$ cat config.mk
export PLATFORM = sky130hd
export DESIGN_NAME = mealy_pulse_window
export DESIGN_NICKNAME = d
export VERILOG_FILES = /design/src/rtl/mealy_mon_pkg.sv /design/src/rtl/mealy_pulse_window_sync_edge.sv /design/src/rtl/mealy_pulse_window.sv
export SDC_FILE = /design/constraint.sdc
export NUM_CORES = 1
export LEC_CHECK = 0
export CAP_MARGIN = 20
export CORE_MARGIN = 5
export CORE_UTILIZATION = 62
export CTS_CLUSTER_SIZE = 30
export DETAILED_ROUTE_END_ITERATION = 16
export DONT_BUFFER_PORTS = 1
export GPL_ROUTABILITY_DRIVEN = 0
export GPL_TIMING_DRIVEN = 1
export PLACE_DENSITY = 0.89
export SETUP_SLACK_MARGIN = 0.2
export SKIP_CTS_REPAIR_TIMING = 1
export SYNTH_ARGS = -nofsm -noshare
export SYNTH_HDL_FRONTEND = slang
export SYNTH_SLANG_ARGS = --single-unit
$ cat constraint.sdc
create_clock -name clk -period 3.05 [get_ports clk]
set_clock_uncertainty 0.15 [all_clocks]
set_input_delay 0.305 -clock clk [delete_from_list [all_inputs] [get_ports clk]]
set_output_delay 0.305 -clock clk [all_outputs]
set_load 0.05 [all_outputs]
$ cat src/rtl/mealy_mon_pkg.sv
// -----------------------------------------------------------------------------
// mealy_mon_pkg
//   Shared definitions for the Mealy pulse-window monitor:
//     - fsm_state_t : window FSM encoding (IDLE / RUN / REPORT)
//     - SYNC_STAGES : depth of the input synchroniser
//     - sat_inc()   : saturating increment for counters up to 32 bits wide
// -----------------------------------------------------------------------------
package mealy_mon_pkg;

  typedef enum logic [1:0] {
    IDLE   = 2'd0,
    RUN    = 2'd1,
    REPORT = 2'd2
  } fsm_state_t;

  localparam int unsigned SYNC_STAGES = 2;

  // Returns value+1, clamped to the all-ones value of a 'width'-bit counter.
  // Callers cast the 32-bit result back down to their own width.
  function automatic logic [31:0] sat_inc(input logic [31:0] value,
                                          input int unsigned width);
    logic [31:0] max_val;
    if (width >= 32) begin
      max_val = '1;
    end else begin
      max_val = (32'd1 << width) - 32'd1;
    end
    if (value >= max_val) begin
      return max_val;
    end
    return value + 32'd1;
  endfunction

endpackage

$ cat src/rtl/mealy_pulse_window_sync_edge.sv
// -----------------------------------------------------------------------------
// sync_edge
//   Brings an asynchronous single-bit signal into the clk domain through a
//   SYNC_STAGES-deep flop chain, then keeps one previous-value flop so that
//   edges of the synchronised level can be detected.
//
// Ports
//   clk     in   system clock, rising edge
//   rst     in   asynchronous active-low reset, clears every flop
//   din     in   asynchronous input
//   level   out  synchronised level
//   rise    out  level & ~previous  (one cycle per 0->1 transition)
//   toggle  out  level ^ previous   (one cycle per transition, either edge)
// -----------------------------------------------------------------------------
module sync_edge
  import mealy_mon_pkg::*;
(
  input  logic clk,
  input  logic rst,
  input  logic din,
  output logic level,
  output logic rise,
  output logic toggle
);

  logic [SYNC_STAGES-1:0] sync_q;
  logic                   prev_q;

  always_ff @(posedge clk or negedge rst) begin
    if (!rst) begin
      sync_q <= '0;
      prev_q <= 1'b0;
    end else begin
      sync_q <= {sync_q[SYNC_STAGES-2:0], din};
      prev_q <= sync_q[SYNC_STAGES-1];
    end
  end

  assign level  = sync_q[SYNC_STAGES-1];
  assign rise   = level & ~prev_q;
  assign toggle = level ^ prev_q;

endmodule

$ cat src/rtl/mealy_pulse_window.sv
// -----------------------------------------------------------------------------
// mealy_pulse_window
//   Counts rising edges of the (asynchronous) Mealy recogniser output over
//   fixed windows of WINDOW clk cycles and publishes each window's count with
//   a one-cycle valid strobe.
//
// Optional build macro: MEALY_STATE_HIST_EN
//   Defined   : state_in is synchronised too, and its toggles (either edge) are
//               counted per window and published on state_cnt with count.
//   Undefined : no state_in logic is built and state_cnt is tied to 0.
//
// Parameters
//   CNT_W   width of the event counter and of count/state_cnt
//   WINDOW  window length in clk cycles (2..65535)
//   WIN_W   width of the window counter, 2**WIN_W >= WINDOW
//
// Ports
//   clk        in   system clock, rising edge
//   rst        in   asynchronous active-low reset
//   en         in   window enable (synchronous); dropping it in RUN aborts
//   out_in     in   Mealy out, asynchronous to clk
//   state_in   in   Mealy state, asynchronous to clk
//   count      out  event count of the last completed window
//   valid      out  one-cycle strobe, high while count is freshly updated
//   ovf        out  last completed window saturated its event counter
//   busy       out  high in RUN and REPORT
//   state_cnt  out  state_in toggle count of the last completed window
//
// Handshake: valid is a pure strobe with no ready; count/ovf/state_cnt change
// only on the edge that raises valid and hold until the next such edge.
// -----------------------------------------------------------------------------
module mealy_pulse_window #(
  parameter int unsigned CNT_W  = 8,
  parameter int unsigned WINDOW = 1000,
  parameter int unsigned WIN_W  = 16
) (
  input  logic             clk,
  input  logic             rst,
  input  logic             en,
  input  logic             out_in,
  input  logic             state_in,
  output logic [CNT_W-1:0] count,
  output logic             valid,
  output logic             ovf,
  output logic             busy,
  output logic [CNT_W-1:0] state_cnt
);

  import mealy_mon_pkg::*;

  localparam logic [WIN_W-1:0] WIN_LAST = WIN_W'(WINDOW - 1);

  fsm_state_t       state_q;
  fsm_state_t       state_d;
  logic [WIN_W-1:0] win_cnt;
  logic [CNT_W-1:0] evt_cnt;
  logic             sat;

  logic             evt;
  logic             win_last;
  logic             report_load;
  logic [CNT_W-1:0] evt_cnt_next;
  logic             sat_next;
  logic             unused_out_level;
  logic             unused_out_toggle;

  // ---------------------------------------------------------------------------
  // Input path for out_in
  // ---------------------------------------------------------------------------
  sync_edge u_out_sync (
    .clk    (clk),
    .rst    (rst),
    .din    (out_in),
    .level  (unused_out_level),
    .rise   (evt),
    .toggle (unused_out_toggle)
  );

  assign win_last = (win_cnt == WIN_LAST);

  // Value evt_cnt takes if this cycle is sampled into the current window.
  // The sat flag is sticky: once an increment is clamped, the window reports
  // overflow even though the counter itself no longer moves.
  assign evt_cnt_next = evt ? CNT_W'(sat_inc(32'(evt_cnt), CNT_W)) : evt_cnt;
  assign sat_next     = sat | (evt & (evt_cnt == {CNT_W{1'b1}}));

  // The window closes on the edge leaving RUN for REPORT; the last RUN
  // cycle's event is folded in through evt_cnt_next.
  assign report_load  = (state_q == RUN) && (state_d == REPORT);

  // ---------------------------------------------------------------------------
  // FSM: state register
  // ---------------------------------------------------------------------------
  always_ff @(posedge clk or negedge rst) begin
    if (!rst) begin
      state_q <= IDLE;
    end else begin
      state_q <= state_d;
    end
  end

  // ---------------------------------------------------------------------------
  // FSM: next state. An en drop in RUN wins over the window boundary; REPORT
  // never aborts and only uses en to choose between another window and IDLE.
  // ---------------------------------------------------------------------------
  always_comb begin
    state_d = state_q;
    case (state_q)
      IDLE: begin
        if (en) begin
          state_d = RUN;
        end
      end
      RUN: begin
        if (!en) begin
          state_d = IDLE;
        end else if (win_last) begin
          state_d = REPORT;
        end
      end
      REPORT: begin
        state_d = en ? RUN : IDLE;
      end
      default: begin
        state_d = IDLE;
      end
    endcase
  end

  // ---------------------------------------------------------------------------
  // FSM: outputs
  // ---------------------------------------------------------------------------
  always_comb begin
    busy  = 1'b0;
    valid = 1'b0;
    case (state_q)
      RUN: begin
        busy = 1'b1;
      end
      REPORT: begin
        busy  = 1'b1;
        valid = 1'b1;
      end
      default: begin
        busy  = 1'b0;
        valid = 1'b0;
      end
    endcase
  end

  // ---------------------------------------------------------------------------
  // Window and event counters.
  // The REPORT cycle is the first sample of the next window, so restart at
  // win_cnt=1 and seed evt_cnt with this cycle's event. Back-to-back windows
  // then stay exactly WINDOW cycles long.
  // ---------------------------------------------------------------------------
  always_ff @(posedge clk or negedge rst) begin
    if (!rst) begin
      win_cnt <= '0;
      evt_cnt <= '0;
      sat     <= 1'b0;
    end else begin
      case (state_q)
        RUN: begin
          if (!en) begin
            win_cnt <= '0;
            evt_cnt <= '0;
            sat     <= 1'b0;
          end else begin
            win_cnt <= win_cnt + WIN_W'(1);
            evt_cnt <= evt_cnt_next;
            sat     <= sat_next;
          end
        end
        REPORT: begin
          if (en) begin
            win_cnt <= WIN_W'(1);
            evt_cnt <= evt ? CNT_W'(1) : '0;
          end else begin
            win_cnt <= '0;
            evt_cnt <= '0;
          end
          sat <= 1'b0;
        end
        default: begin
          win_cnt <= '0;
          evt_cnt <= '0;
          sat     <= 1'b0;
        end
      endcase
    end
  end

  // ---------------------------------------------------------------------------
  // Published results: change only when a window completes.
  // ---------------------------------------------------------------------------
  always_ff @(posedge clk or negedge rst) begin
    if (!rst) begin
      count <= '0;
      ovf   <= 1'b0;
    end else if (report_load) begin
      count <= evt_cnt_next;
      ovf   <= sat_next;
    end
  end

`ifdef MEALY_STATE_HIST_EN
  // ---------------------------------------------------------------------------
  // state_in toggle histogram, following the same window/restart rules as
  // the event counter.
  // ---------------------------------------------------------------------------
  logic             tog;
  logic [CNT_W-1:0] tog_cnt;
  logic [CNT_W-1:0] tog_cnt_next;
  logic             unused_state_level;
  logic             unused_state_rise;

  sync_edge u_state_sync (
    .clk    (clk),
    .rst    (rst),
    .din    (state_in),
    .level  (unused_state_level),
    .rise   (unused_state_rise),
    .toggle (tog)
  );

  assign tog_cnt_next = tog ? CNT_W'(sat_inc(32'(tog_cnt), CNT_W)) : tog_cnt;

  always_ff @(posedge clk or negedge rst) begin
    if (!rst) begin
      tog_cnt <= '0;
    end else begin
      case (state_q)
        RUN: begin
          tog_cnt <= en ? tog_cnt_next : '0;
        end
        REPORT: begin
          if (en) begin
            tog_cnt <= tog ? CNT_W'(1) : '0;
          end else begin
            tog_cnt <= '0;
          end
        end
        default: begin
          tog_cnt <= '0;
        end
      endcase
    end
  end

  always_ff @(posedge clk or negedge rst) begin
    if (!rst) begin
      state_cnt <= '0;
    end else if (report_load) begin
      state_cnt <= tog_cnt_next;
    end
  end
`else
  logic unused_state_in;

  assign unused_state_in = state_in;
  assign state_cnt       = '0;
`endif

endmodule

* Word-level counts from Yosys, hierarchy flattened
Cells that the tools add are included.
Cells by class: add/subtract/negate cells 2, bitwise gates (word level) 4, $lt $le $gt $ge 1, multiplexer cells 20, reductions and logical operators 3, eq/ne operators 5
Operator list (number):
- 8-bit 2-to-1 mux | 4
- 16-bit case mux with 2 select lines | 1
- 16-bit by 1-bit adder with 16-bit output, second input constant | 1
- 16-bit by 10-bit == test with 1-bit output, second input constant | 1
- 16-bit 2-to-1 mux | 1
- 8-bit case mux with 2 select lines | 1
- 1-bit 2-to-1 mux | 9
- 8-bit by 1-bit adder with 8-bit output, second input constant | 1
- 8-bit == test, second input constant | 1
- 8-bit >= comparator, second input constant | 1
- 2-bit 2-to-1 mux | 3
- 2-bit case mux with 3 select lines | 1
- 2-bit == test, second input constant | 2
- 1-bit AND | 2
- 2-bit by 1-bit == test with 1-bit output, second input constant | 1
- 2-bit logical NOT | 1
- 2-bit OR reduction | 1
- 1-bit logical AND | 1
- 1-bit NOT | 1
- 1-bit OR | 1
Storage, ports and cells: register bits 39, word-level logic and storage cells 43

* Logic depth before layout (Yosys ltp)
Gate-level depths: netlist of run 1.
depth in word-level cells 6, gate-level depth with buffers 6

* Cells and area by module
From an unflattened synthesis of run 1, not the netlist that was laid out.
Second synthesis, totals: cell total of the unflattened synthesis 201, area total of the unflattened synthesis 2028.2 µm²
Modules (own cells, without submodules):
- mealy_pulse_window | area each 1933.1 µm², instances 1, sequential area each 900.9 µm², cells each 195
- sync_edge | area each 95.1 µm², instances 1, sequential area each 75.1 µm², cells each 6

* Worst setup path before layout of run 1
No wires, ideal clock.
kind reg-to-reg, from reg state_q[0], to reg count[0], data required time 2.775 ns, stages on the path, launching flop included 7, setup slack 0.727 ns, data arrival time 2.048 ns, path buffers 0, setup time 0.125 ns, cell sequence dfrtp_1 -> inv_1 -> ha_1 -> nor2_1 -> nor2_1 -> a2111oi_4 -> mux2_2
On the way: cells in the longest elaborated chain, start to end 5, elaborated cells on any way between the ends 9, classes of those cells eq/ne: 3; mux: 4; reduce/logical: 2
Ends and longest elaborated chain:
- start: declaration | line mealy_pulse_window.sv:53 | fsm_state_t state_q;
- start signal: assignment | line mealy_pulse_window.sv:98 | state_q <= state_d;
- 2-bit 2-to-1 mux | line mealy_pulse_window.sv:117 | end else if (win_last) begin
- 2-bit 2-to-1 mux | line mealy_pulse_window.sv:115 | if (!en) begin
- 2-bit case mux with 3 select lines | line mealy_pulse_window.sv:108 | case (state_q)
- 2-bit == test | line mealy_pulse_window.sv:89 | assign report_load = (state_q == RUN) && (state_d == REPORT);
- 1-bit logical AND (*) | line mealy_pulse_window.sv:89
- end signal: assignment | line mealy_pulse_window.sv:202 | count <= evt_cnt_next;
- end: declaration | line mealy_pulse_window.sv:42 | output logic [CNT_W-1:0] count,
Mark *: on every way between the ends. The rest lies on a longest branch, timed or not. A chain may end at the register's enable or synchronous reset.

* Worst setup path after layout of run 1
from reg state_q[1], to reg count[0]
Same word-level chain as after synthesis.

==> results of run 1 <==
-- cell usage in the layout (no fill, tap or decap), types with 2 or more instances in the layout --
master | Yosys | final
dlygate4sd3_1 | 0 | 3
nand2_1 | 12 | 12
nand4_1 | 5 | 5
conb_1 | 1 | 8
a31oi_1 | 2 | 2
a21oi_1 | 13 | 13
and2_1 | 5 | 5
inv_1 | 9 | 9
mux2_2 | 6 | 6
clkbuf_4 | 0 | 5
nand4b_1 | 2 | 2
mux2i_1 | 5 | 5
dfrtp_1 | 39 | 39
o31ai_1 | 4 | 4
or3_1 | 3 | 3
and3_1 | 4 | 4
xor2_1 | 8 | 8
nor3_1 | 2 | 2
o21ai_0 | 6 | 6
nor2b_1 | 2 | 2
buf_4 | 8 | 2
nor2_1 | 19 | 19
or4_1 | 4 | 4
nand3_1 | 11 | 11
and2_2 | 2 | 2
ha_1 | 6 | 6
-- logic make-up after synthesis --
kind of cell | after synthesis
AND/OR/NAND/NOR | 80
flip-flops | 39
AO/OA/AOI/OAI | 32
buffers and inverters | 21
multiplexers | 11
XOR/XNOR | 9
adder cells (fa/ha/maj) | 6
other | 1
-- cells in the mapped netlist, types with 2 or more instances --
| master | instances |
|---|---|
| a21oi_1 | 13 |
| a31oi_1 | 2 |
| and2_1 | 5 |
| and2_2 | 2 |
| and3_1 | 4 |
| buf_4 | 8 |
| clkbuf_1 | 3 |
| dfrtp_1 | 39 |
| ha_1 | 6 |
| inv_1 | 9 |
| mux2_2 | 6 |
| mux2i_1 | 5 |
| nand2_1 | 12 |
| nand3_1 | 11 |
| nand4_1 | 5 |
| nand4b_1 | 2 |
| nor2_1 | 19 |
| nor2b_1 | 2 |
| nor3_1 | 2 |
| o21ai_0 | 6 |
| o31ai_1 | 4 |
| or3_1 | 3 |
| or4_1 | 4 |
| xor2_1 | 8 |
-- metal layers --
metal / global-route usage (%) / share of wire (%)
met5: 0 / 0
met2: 34.6 / 52
met3: 6.41 / 7.9
met4: 7.09 / 1.4
met1: 24.5 / 39
-- state kept, by name, indices dropped and copies added (netlist names) --
signal	cells
ovf	1
count	8
state_q	2
win_cnt	16
u_out_sync.prev_q	1
evt_cnt	8
u_out_sync.sync_q	2
sat	1
-- power groups by stage --
stage               sequential [W]  clock (W)  combinational [W]
finish                    0.000547   0.000268           0.000196
global route              0.000549   0.000296           0.000211
CTS                       0.000547   0.000271           0.000177
detailed placement        0.000556          0           0.000176
global placement          0.000554          0           0.000163
floorplan                 0.000552          0           0.000157
-- worst max-delay path: stages, from the launching register on --
cell       delay [ps]
dfrtp_1           460
inv_1             110
ha_1              280
nand2_1           190
o21ai_0           160
a2111oi_4         560
buf_4             260
mux2_2            360
-- worst max path at each step --
stage | endpoint | slack [ps] | cells after the start
floorplan | count[0] | 730 | 6
global placement | count[2] | 560 | 6
detailed placement | count[6] | 490 | 7
CTS | count[6] | 460 | 7
global route | count[5] | 350 | 7
finish | count[0] | 420 | 7
-- stage by stage --
stage,hold slack (ps),power [W]
after floorplan,-141,0.000709
after global placement,-140,0.000716
after detailed placement,-140,0.000733
after CTS,-520,0.000995
after global routing,20.7,0.00106
final,45.7,0.00101
-- cell type report --
class,count,area (sq um)
sequential,39,976
fill,244,961
multi-input combinational,146,956
timing repair buffer,6,65.1
tap,44,55.1
clock buffer,6,51.3
inverter,9,33.8
clock inverter,1,5.00
==> metrics.md, run 1 <==
| Metric | Value |
|---|---|
| Status | complete, no violations |
| Post-Syn Area | 2020 sq um |
| Crit Path Category | reg -> reg |
| Crit path DAT | 2710 ps |
| Final WL | 4.20 mm |
| Adder-Cell Fraction of Synth Area | 3.71% |
| Main synth FF type | dfrtp_1 |
| CTS tree | yes |
| Largest area contributor in the netlist | dfrtp_1 |
| CTS clk-pin slew, worst paths | 110 ps |
| Pre-Repair DR Iteration Count | 4 |
| GRT Residual Overflow | 0 |
| R2R cell count | 7 |
| IO Count | 24 |
| Mapped Cells | between 150 and 200 |
| Clk network pwr share | 26.5% |
| Drt first-iter violations | between 100 and 150 |
| Post-synthesis mux area share | 5.82% |
| Setup violators final | 0 |
| Final ANT Viol Nets | 0 |
| Utilization after layout | 69.0% |
| Worst hold endpoint | state_q[0] |
| Worst VDD drop | around 0.32 mV |
| RSZ-0062 raised after global routing | no |
| PortBufs | 0 |
| Initial Utilization | 65.2% |
| Upper clock frequency limit | 380 MHz |
| Area of the core | 3100 sq um |
| H-tree level count | 2 |
| Leakage | 0.938 nW |
| Clock Tree Root | clkbuf_4 |
| Post-synth EDFFs | 0 |
| Compound-gate portion of the synthesized area | 10.8% |
| Relative slew slack | between 50% and 60% |
| Comb power frac | 19.4% |
| Hold Crit Class | in -> reg |
| Worst reg2reg endpoint | count[0] |
| Total Routing Usage GR | 20.5% |
| Pwr per Cell Area | 472 nW/um^2 |
| N_diodes | 0 |
| P&R area growth vs syn | 5.94% |
| Async set or reset register ratio after synthesis | 100% |
| Hold_sp | en |
| Placement Setup Slack | 493 ps |
| Total CTS buffers | 5 |
| Pin count of the biggest net entering global routing | 40 |
| FP Rows | 20 |
| FF-to-FF Start | state_q[1] |
| First-pass GRT wire length | 6.78 mm |
| Drt drc | 0 |
| Setup crit end kind | register |
| Skew-Pair Late Insertion Delay | 340 ps |
| Netlist cell types | 43 |
| Average wire per standard cell | 16.7 um |
| Required time of the critical path | 3130 ps |
| Die ar. | 4500 sq um |
| Post-synth top area share | around half |
| Net Sw Frac | 32.2% |
| Area contributors post-synth | dfrtp_1 48%, ha_1 3.7%, nor2_1 3.5%, xor2_1 3.5%, mux2_2 3.3% |
| DIE WIDTH | roughly 67 um |
| Pins over their slew limit | 0 |
| Final min period | 2630 ps |
| Register bit total from synthesis | 39 |
| Area post-placement | 2040 sq um |
| Vias in the first global route | about 1.4k |
| Share of layout cells above drive strength 1 | between 10% and 20% |
| Simple-gate share of the synthesized area | 21.6% |
| Max_cap viols | 0 |
| Sequential area share after synthesis | 48.3% |
| Hpwl dp | around 2.9 mm |
| XOR/XNOR share of the synthesized area | 3.90% |
| Worst reg-to-reg setup slack | 420 ps |
| Main combinational cell family by area after synthesis | simple AND/OR/NAND/NOR gates |
| Final net count | between 200 and 250 |
| TNS Setup | 0 ps |
| Total number of vias | 1522 |
| Least-Margin Pin Slew | 700 ps |
| P_sw | 0.000326 W |
| Vias per Instance | 6.06 |
| Die height | 67.1 um |
| Int Power | 0.000686 W |
| Mean post-synth cell area | 10.2 sq um |
| Final non-filler cell total | 251 |
| Worst Path Max Fanout | 7 |
| Worst Setup SP | state_q[1] |
| YS warnings | 0 |
| CP Launch Type | register |
| Finished layout cell area | 2140 sq um |
| Flop pwr share | a little over half |
| Initial antenna violation count | 0 |
| Hold path depth | 2 |
| Placed Cells | 240 |
| Bufs on Longest Clock Path | 2 |
| Sink Count | 39 |
| Final setup margin | between 400 and 500 ps |
| Final worst-path cycle share | 86.3% |
| Fin. Hold Viols | 0 |
Note: power is estimated with default switching activity, not from simulation.
==> run 2, diff against run 1 <==
Settings changed: CORE_UTILIZATION 62 to 67, PLACE_DENSITY 0.89 to 0.94.
Clock period 3.05 ns to 3.3 ns, I/O delays scaled along.
==> run 2 against run 1 <==
Combinational power fell by 4%. Wire length rose by 1.1%. Worst setup slack improved by 210 ps. Maximum frequency fell by 1.7%. Clock power rose by 28%. Sequential cell count did not move. Global-route usage rose by 0.27 points. Critical endpoint is now count[6]. Critical path depth fell by 1.
==> metrics.md, run 2 (synthesis results as in run 1) <==
| Metric | Value |
|---|---|
| R2R cell count | 6 (was 7) |
| P&R area growth vs syn | 6.75% (was 5.94%) |
| RSZ-0062 raised after global routing | no (unchanged) |
| Crit Path Category | reg -> reg (unchanged) |
| Met1 usage | 25.0% (was 24.5%) |
| PortBufs | 0 (unchanged) |
| Average wire per standard cell | 17.7 um (was 16.7 um) |
| Pwr per Cell Area | 480 nW/um^2 (was 472 nW/um^2) |
| Utilization after layout | 72.5% (was 69.0%) |
| Comb power frac | 18.1% (was 19.4%) |
| Fill cell count | 205 (was 244) |
| Die ar. | 4220 sq um (was 4500 sq um) |
| Crit path DAT | 2790 ps (was 2710 ps) |
| Final min period | 2670 ps (was 2630 ps) |
| Worst reg-to-reg setup slack | 630 ps (was 420 ps) |
| Pins over their slew limit | 0 (unchanged) |
| CTS clk-pin slew, worst paths | 120 ps (was 110 ps) |
| Leakage | 0.948 nW (was 0.938 nW) |
| Setup crit end | count[6] (was count[0]) |
| Commonest non-fill, non-tap cell in the layout | dfrtp_1 (unchanged) |
| Setup crit end kind | register (unchanged) |
| CTS tree | yes (unchanged) |
| Clock Tree Root | clkbuf_4 (unchanged) |
| Total Routing Usage GR | 20.7% (was 20.5%) |
| Met2 Usage GRT | 33.6% (was 34.6%) |
| Least-Margin Pin Slew | 807 ps (was 700 ps) |
| TNS Setup | 0 ps (unchanged) |
| Flop pwr share | 48.9% (was 54.1%) |
| Die height | 64.9 um (was 67.1 um) |
| Regs by FF count | win_cnt: 16 flops, count: 8 flops, evt_cnt: 8 flops (unchanged) |
| Worst VDD drop | 0.455 mV (was 0.321 mV) |
| Largest register FFs | 16 (unchanged) |
| Final worst-path cycle share | 81.1% (was 86.3%) |
| Final net count | 217 (was 218) |
| Relative slew slack | 46.2% (was 53.2%) |
| Final WL | 4.25 mm (was 4.20 mm) |
| Hpwl dp | 2.71 mm (was 2.92 mm) |
| Max_cap viols | 0 (unchanged) |
| Pre-Repair DR Iteration Count | 4 (unchanged) |
| GRT Residual Overflow | 0 (unchanged) |
| Finished layout cell area | 2160 sq um (was 2140 sq um) |
| Min Hold Slack | 32.9 ps (was 45.7 ps) |
| GR peak layer | met2 (unchanged) |
| H-tree level count | 2 (unchanged) |
| FF-to-FF Start | state_q[0] (was state_q[1]) |
| First-pass GRT wire length | 6.54 mm (was 6.78 mm) |
| Worst reg2reg endpoint | count[6] (was count[0]) |
| Clk network pwr share | 33.0% (was 26.5%) |
| Setup violators final | 0 (unchanged) |
| CP Launch Type | register (unchanged) |
| Int Power | 0.000718 W (was 0.000686 W) |
| Total number of vias | 1512 (was 1522) |
| Hold Crit Class | in -> reg (unchanged) |
| Pin count of the biggest net entering global routing | 40 (unchanged) |
| Fin. Hold Viols | 0 (unchanged) |
| Placed Cells | 228 (was 240) |
| Worst Setup SP | state_q[0] (was state_q[1]) |
| Required time of the critical path | 3410 ps (was 3130 ps) |
| Final ANT Viol Nets | 0 (unchanged) |
| Vias per Instance | 6.30 (was 6.06) |
| Sink Count | 39 (unchanged) |
| Most frequent cells in the layout | 39 x dfrtp_1, 19 x nor2_1, 13 x a21oi_1 (unchanged) |
| Worst Path Max Fanout | 9 (was 7) |
| DIE WIDTH | 64.9 um (was 67.1 um) |
| Grt met3 use | 4.33% (was 6.41%) |
| Bufs on Longest Clock Path | 2 (unchanged) |
| Final non-filler cell total | 240 (was 251) |
| Initial Utilization | 67.9% (was 65.2%) |
| Initial antenna violation count | 0 (unchanged) |
| FP Rows | 20 (unchanged) |
| Share of layout cells above drive strength 1 | 10.6% (unchanged) |
| Upper clock frequency limit | 374 MHz (was 380 MHz) |
| Drt first-iter violations | 93 (was 129) |
| Largest register by flop count | win_cnt (unchanged) |
| P_sw | 0.000318 W (was 0.000326 W) |
| Area post-placement | 2010 sq um (was 2040 sq um) |
| Net Sw Frac | 30.7% (was 32.2%) |
| Vias in the first global route | 1458 (was 1441) |
| Status | complete, no violations (unchanged) |
| Drt drc | 0 (unchanged) |
| Total CTS buffers | 5 (unchanged) |
| Area of the core | 2980 sq um (was 3100 sq um) |
| IO Count | 24 (unchanged) |
| Skew-Pair Late Insertion Delay | 370 ps (was 340 ps) |
| N_diodes | 0 (unchanged) |
run 2: cell types whose count changed in the layout (fill, tap and decap cells not counted), sizes merged:
cell    delta
buf        -1
bufinv     +1
run 2: worst min path at each step:
| stage | depth (start not counted) | start | to | slack [ps] |
|---|---|---|---|---|
| finish | 2 | en | state_q[0] | 30 |
| global route | 2 | en | state_q[0] | 30 |
| detailed placement | 0 | rst | u_out_sync.sync_q[0] | -110 |
| CTS | 0 | rst | u_out_sync.sync_q[0] | -510 |
| floorplan | 0 | rst | count[0] | -120 |
| global placement | 0 | rst | count[6] | -110 |
run 2: layout make-up:
cell class	instances	area (sq um)	area share [%]
tap	33	41.3	1.91
sequential	39	976	45.2
multi-input combinational	146	956	44.3
timing repair buffer	5	65.1	3.01
clock buffer	6	51.3	2.38
clock inverter	2	35.0	1.62
inverter	9	33.8	1.57
run 2: metal layers:
layer | wire length, um | vias up | part of all wire (%)
li1 | - | 703 | -
met1 | 1770 | 755 | 42
met2 | 2210 | 47 | 52
met3 | 219 | 7 | 5.2
met4 | 50 | 0 | 1.2
met5 | 0 | - | 0
run 2: power groups by stage:
stage          Sequential (W)  Combinational (W)  Clock [W]
6_report             0.000507           0.000188   0.000342
5_1_grt              0.000508           0.000203   0.000365
4_1_cts              0.000506           0.000167   0.000342
3_5_place_dp         0.000515           0.000166          0
3_3_place_gp         0.000514           0.000156          0
2_1_floorplan        0.000510           0.000145          0
run 2: worst max-delay path, cell delays in order (launching register included):
cell and delay [ps]:
dfrtp_1 450, inv_1 110, ha_1 440, nor2_1 190, nor2_1 100, a2111oi_4 710, mux2_2 420
run 2: through the flow:
step                worst slack [ps]  power [W]
finish                           625    0.00104
floorplan                        977   0.000655
detailed placement               654   0.000681
CTS                              648    0.00101
global placement                 733   0.000670
global route                     522    0.00108
==> run 3, diff against run 2 <==
Settings changed: ABC_AREA from default to 1, CORE_UTILIZATION 67 to 56, PLACE_DENSITY 0.94 to 0.85.
Clock period 3.3 ns to 2.2 ns, I/O delays scaled along.
==> run 3 against run 2 <==
The run now ends with hold timing left. Combinational power increased by 87%. Wire length decreased by 8.3%. Die area increased by 20%. Critical path depth unchanged. Clock power increased by 79%. Area after synthesis increased by 3.3%. Final cell count increased by 31%. Synthesized cell count increased by 29%. Sequential share of layout area decreased by 2.8 points. Global-route usage decreased by 4.5 points. Critical path type unchanged.
==> metrics.md, run 3 <==
| Metric | Value |
|---|---|
| Status | finished, violations left (was complete, no violations) |
| Failing checks | hold timing |
| Total number of vias | 1603 (was 1512) |
| Sequential area share after synthesis | 46.7% (was 48.3%) |
| Post-synth EDFFs | 0 (unchanged) |
| Adder-Cell Fraction of Synth Area | 3.59% (was 3.71%) |
| Average wire per standard cell | 12.4 um (was 17.7 um) |
| Register area | 976 sq um (unchanged) |
| Commonest non-fill, non-tap cell in the layout | nand2_1 (was dfrtp_1) |
| Fin. Hold Viols | 1 (was 0) |
| Least-Margin Pin Slew | 508 ps (was 807 ps) |
| P_sw | 0.000542 W (was 0.000318 W) |
| Skew-Pair Late Insertion Delay | 300 ps (was 370 ps) |
| Main combinational cell family by area after synthesis | simple AND/OR/NAND/NOR gates (unchanged) |
| Vias per Instance | 5.11 (was 6.30) |
| Regs by FF count | win_cnt: 16 flops, count: 8 flops, evt_cnt: 8 flops (unchanged) |
| GRT Residual Overflow | 0 (unchanged) |
| Drt drc | 0 (unchanged) |
| Net Sw Frac | 31.5% (was 30.7%) |
| RSZ-0062 raised after global routing | no (unchanged) |
| Multi-input logic area | 925 sq um (was 956 sq um) |
| Share of layout cells above drive strength 1 | 10.5% (was 10.6%) |
| Largest area contributor in the netlist | dfrtp_1 (unchanged) |
| Int Power | 0.00118 W (was 0.000718 W) |
| Crit Path Category | reg -> reg (unchanged) |
| Sink Count | 39 (unchanged) |
| Length of routed wiring on met1 | 1.74 mm (was 1.77 mm) |
| H-tree level count | 2 (unchanged) |
| Initial antenna violation count | 0 (unchanged) |
| Post-Syn Area | 2090 sq um (was 2020 sq um) |
| Top sig layer | met4 (unchanged) |
| Total Routing Usage GR | 16.2% (was 20.7%) |
| FP Rows | 22 (was 20) |
| Min Hold Slack | -5.68 ps (was 32.9 ps) |
| Setup violators final | 0 (unchanged) |
| Worst Path Max Fanout | 11 (was 9) |
| Simple-gate share of the synthesized area | 26.6% (was 21.6%) |
| Met3 wire length | 242 um (was 219 um) |
| Clock Tree Root | clkbuf_8 (was clkbuf_4) |
| Final min period | 1860 ps (was 2670 ps) |
| Mean post-synth cell area | 8.16 sq um (was 10.2 sq um) |
| Upper clock frequency limit | 538 MHz (was 374 MHz) |
| Die height | 71.1 um (was 64.9 um) |
| Pins over their slew limit | 0 (unchanged) |
| Crit path DAT | 1910 ps (was 2790 ps) |
| Drt first-iter violations | 108 (was 93) |
| Clk network pwr share | 35.5% (was 33.0%) |
| Required time of the critical path | 2250 ps (was 3410 ps) |
| DIE WIDTH | 71.1 um (was 64.9 um) |
| Mapped Cells | 256 (was 199) |
| Final net count | 276 (was 217) |
| Leakage | 1.10 nW (was 0.948 nW) |
| Die ar. | 5050 sq um (was 4220 sq um) |
| Async set or reset register ratio after synthesis | 100% (unchanged) |
| Most common cell in the netlist | nand2_1 (was dfrtp_1) |
| Worst VDD drop | 0.555 mV (was 0.455 mV) |
| Largest register by flop count | win_cnt (unchanged) |
| XOR/XNOR share of the synthesized area | 0% (was 3.90%) |
| Placement Setup Slack | 338 ps (was 654 ps) |
| Post-synthesis mux area share | 0% (was 5.82%) |
| Flop pwr share | 44.1% (was 48.9%) |
| Register bit total from synthesis | 39 (unchanged) |
| Max_cap viols | 0 (unchanged) |
| Pin count of the biggest net entering global routing | 40 (unchanged) |
| Hpwl dp | 2.72 mm (was 2.71 mm) |
| Setup crit end kind | register (unchanged) |
| Total CTS buffers | 5 (unchanged) |
| Most frequent cells in the layout | 52 x nand2_1, 39 x dfrtp_1, 36 x inv_1 (was 39 x dfrtp_1, 19 x nor2_1, 13 x a21oi_1) |
| CP Launch Type | register (unchanged) |
| IO Count | 24 (unchanged) |
| Final worst-path cycle share | 84.5% (was 81.1%) |
| P&R area growth vs syn | 10.1% (was 6.75%) |
| First-pass GRT wire length | 6.57 mm (was 6.54 mm) |
| N_diodes | 0 (unchanged) |
| PortBufs | 0 (unchanged) |
| Compound-gate portion of the synthesized area | 11.9% (was 10.8%) |
| Area contributors post-synth | dfrtp_1 47%, nand2_1 9.3%, inv_1 6.5%, nor2_1 4.9%, nand3_1 4.1% (was dfrtp_1 48%, ha_1 3.7%, nor2_1 3.5%, xor2_1 3.5%, mux2_2 3.3%) |
| Hold Crit Class | in -> reg (unchanged) |
| Pwr per Cell Area | 748 nW/um^2 (was 480 nW/um^2) |
| FF-to-FF Start | state_q[1] (was state_q[0]) |
| Pre-Repair DR Iteration Count | 4 (unchanged) |
| Final setup margin | 342 ps (was 625 ps) |
| Vias in the first global route | 1516 (was 1458) |
| CTS tree | yes (unchanged) |
| Relative slew slack | 66.1% (was 46.2%) |
| Netlist cell types | 29 (was 43) |
| Bufs on Longest Clock Path | 2 (unchanged) |
| Final ANT Viol Nets | 0 (unchanged) |
| Final WL | 3.90 mm (was 4.25 mm) |
| Initial Utilization | 57.5% (was 67.9%) |
| Comb power frac | 20.4% (was 18.1%) |
| Top cells by count, synth | 52 x nand2_1, 39 x dfrtp_1, 36 x inv_1, 27 x nor2_1, 17 x nand3_1 (was 39 x dfrtp_1, 19 x nor2_1, 13 x a21oi_1, 12 x nand2_1, 11 x nand3_1) |
| Area of the core | 3630 sq um (was 2980 sq um) |
| CTS clk-pin slew, worst paths | 80 ps (was 120 ps) |
| YS warnings | 0 (unchanged) |
| Post-synth top area share | 46.7% (was 48.3%) |
| Largest register FFs | 16 (unchanged) |
| Main synth FF type | dfrtp_1 (unchanged) |
| Met2 WL post-DR | 1.86 mm (was 2.21 mm) |
| Worst Setup SP | state_q[1] (was state_q[0]) |
| Fill cell count | 307 (was 205) |
| TNS Setup | 0 ps (unchanged) |
| Hold_sp | en (unchanged) |
run 3: cell count changes in the layout (fill, tap and decap cells not counted), moves of 8 or more:
cell      delta
o21bai_1    +10
inv_1       +27
nand2_1     +40
nor2_1       +8
xor2_1       -8
run 3: path summary, 6_finish.rpt:
path                                             end  slack [ps]  depth (start not counted)
worst max-delay path                      win_cnt[4]         340                          6
worst min-delay path                             sat          -6                          2
worst max register to register            win_cnt[4]         340                          6
worst min register to register  u_out_sync.sync_q[1]         210                          0
max in group asynchronous                 evt_cnt[3]        1440                          2
min in group asynchronous                 win_cnt[9]         270                          2
run 3: critical path, stage by stage (launching register included):
cell     delay (ps)
dfrtp_1         410
inv_1           140
ha_1            230
nand2_1         140
nor2_1          170
inv_1           240
nor4_1          280
run 3: area by class of cell:
class | count | share of cell area (%)
sequential | 39 | 42.4
inverter | 38 | 6.20
clock inverter | 3 | 2.07
multi-input combinational | 174 | 40.2
tap | 48 | 2.61
clock buffer | 5 | 2.99
timing repair buffer | 7 | 3.48
run 3: kinds of logic after synthesis:
family | after synthesis
DFF | 39
other | 1
AOI/OAI and AO/OA | 41
buffers and inverters | 50
adders and majority gates | 6
and+or+nand+nor | 119
run 3: metrics by stage:
| stage | total power, W | std cells | utilization [%] | cell area, sq um | hold WS (ps) |
|---|---|---|---|---|---|
| after floorplan | 0.00104 | 263 | - | 2110 | -226 |
| after global placement | 0.00108 | 302 | 58.1 | 2110 | -223 |
| after detailed placement | 0.00108 | 302 | 58.1 | 2110 | -223 |
| after CTS | 0.00169 | 310 | 61.3 | 2230 | -548 |
| after global routing | 0.00180 | 314 | 63.3 | 2300 | 10.1 |
| final | 0.00172 | 314 | 63.3 | 2300 | -5.68 |
run 3: per-layer routing:
metal,vias up,global-route usage [%]
li1,822,-
met1,731,19.9
met2,43,27.3
met3,7,4.97
met4,0,5.01
met5,-,0
run 3: power groups by stage:
stage,clock [W],sequential [W],combinational (W)
3_5_place_dp,0,0.000770,0.000312
2_1_floorplan,0,0.000766,0.000270
3_3_place_gp,0,0.000769,0.000307
6_report,0.000611,0.000758,0.000351
4_1_cts,0.000620,0.000756,0.000314
5_1_grt,0.000656,0.000761,0.000381
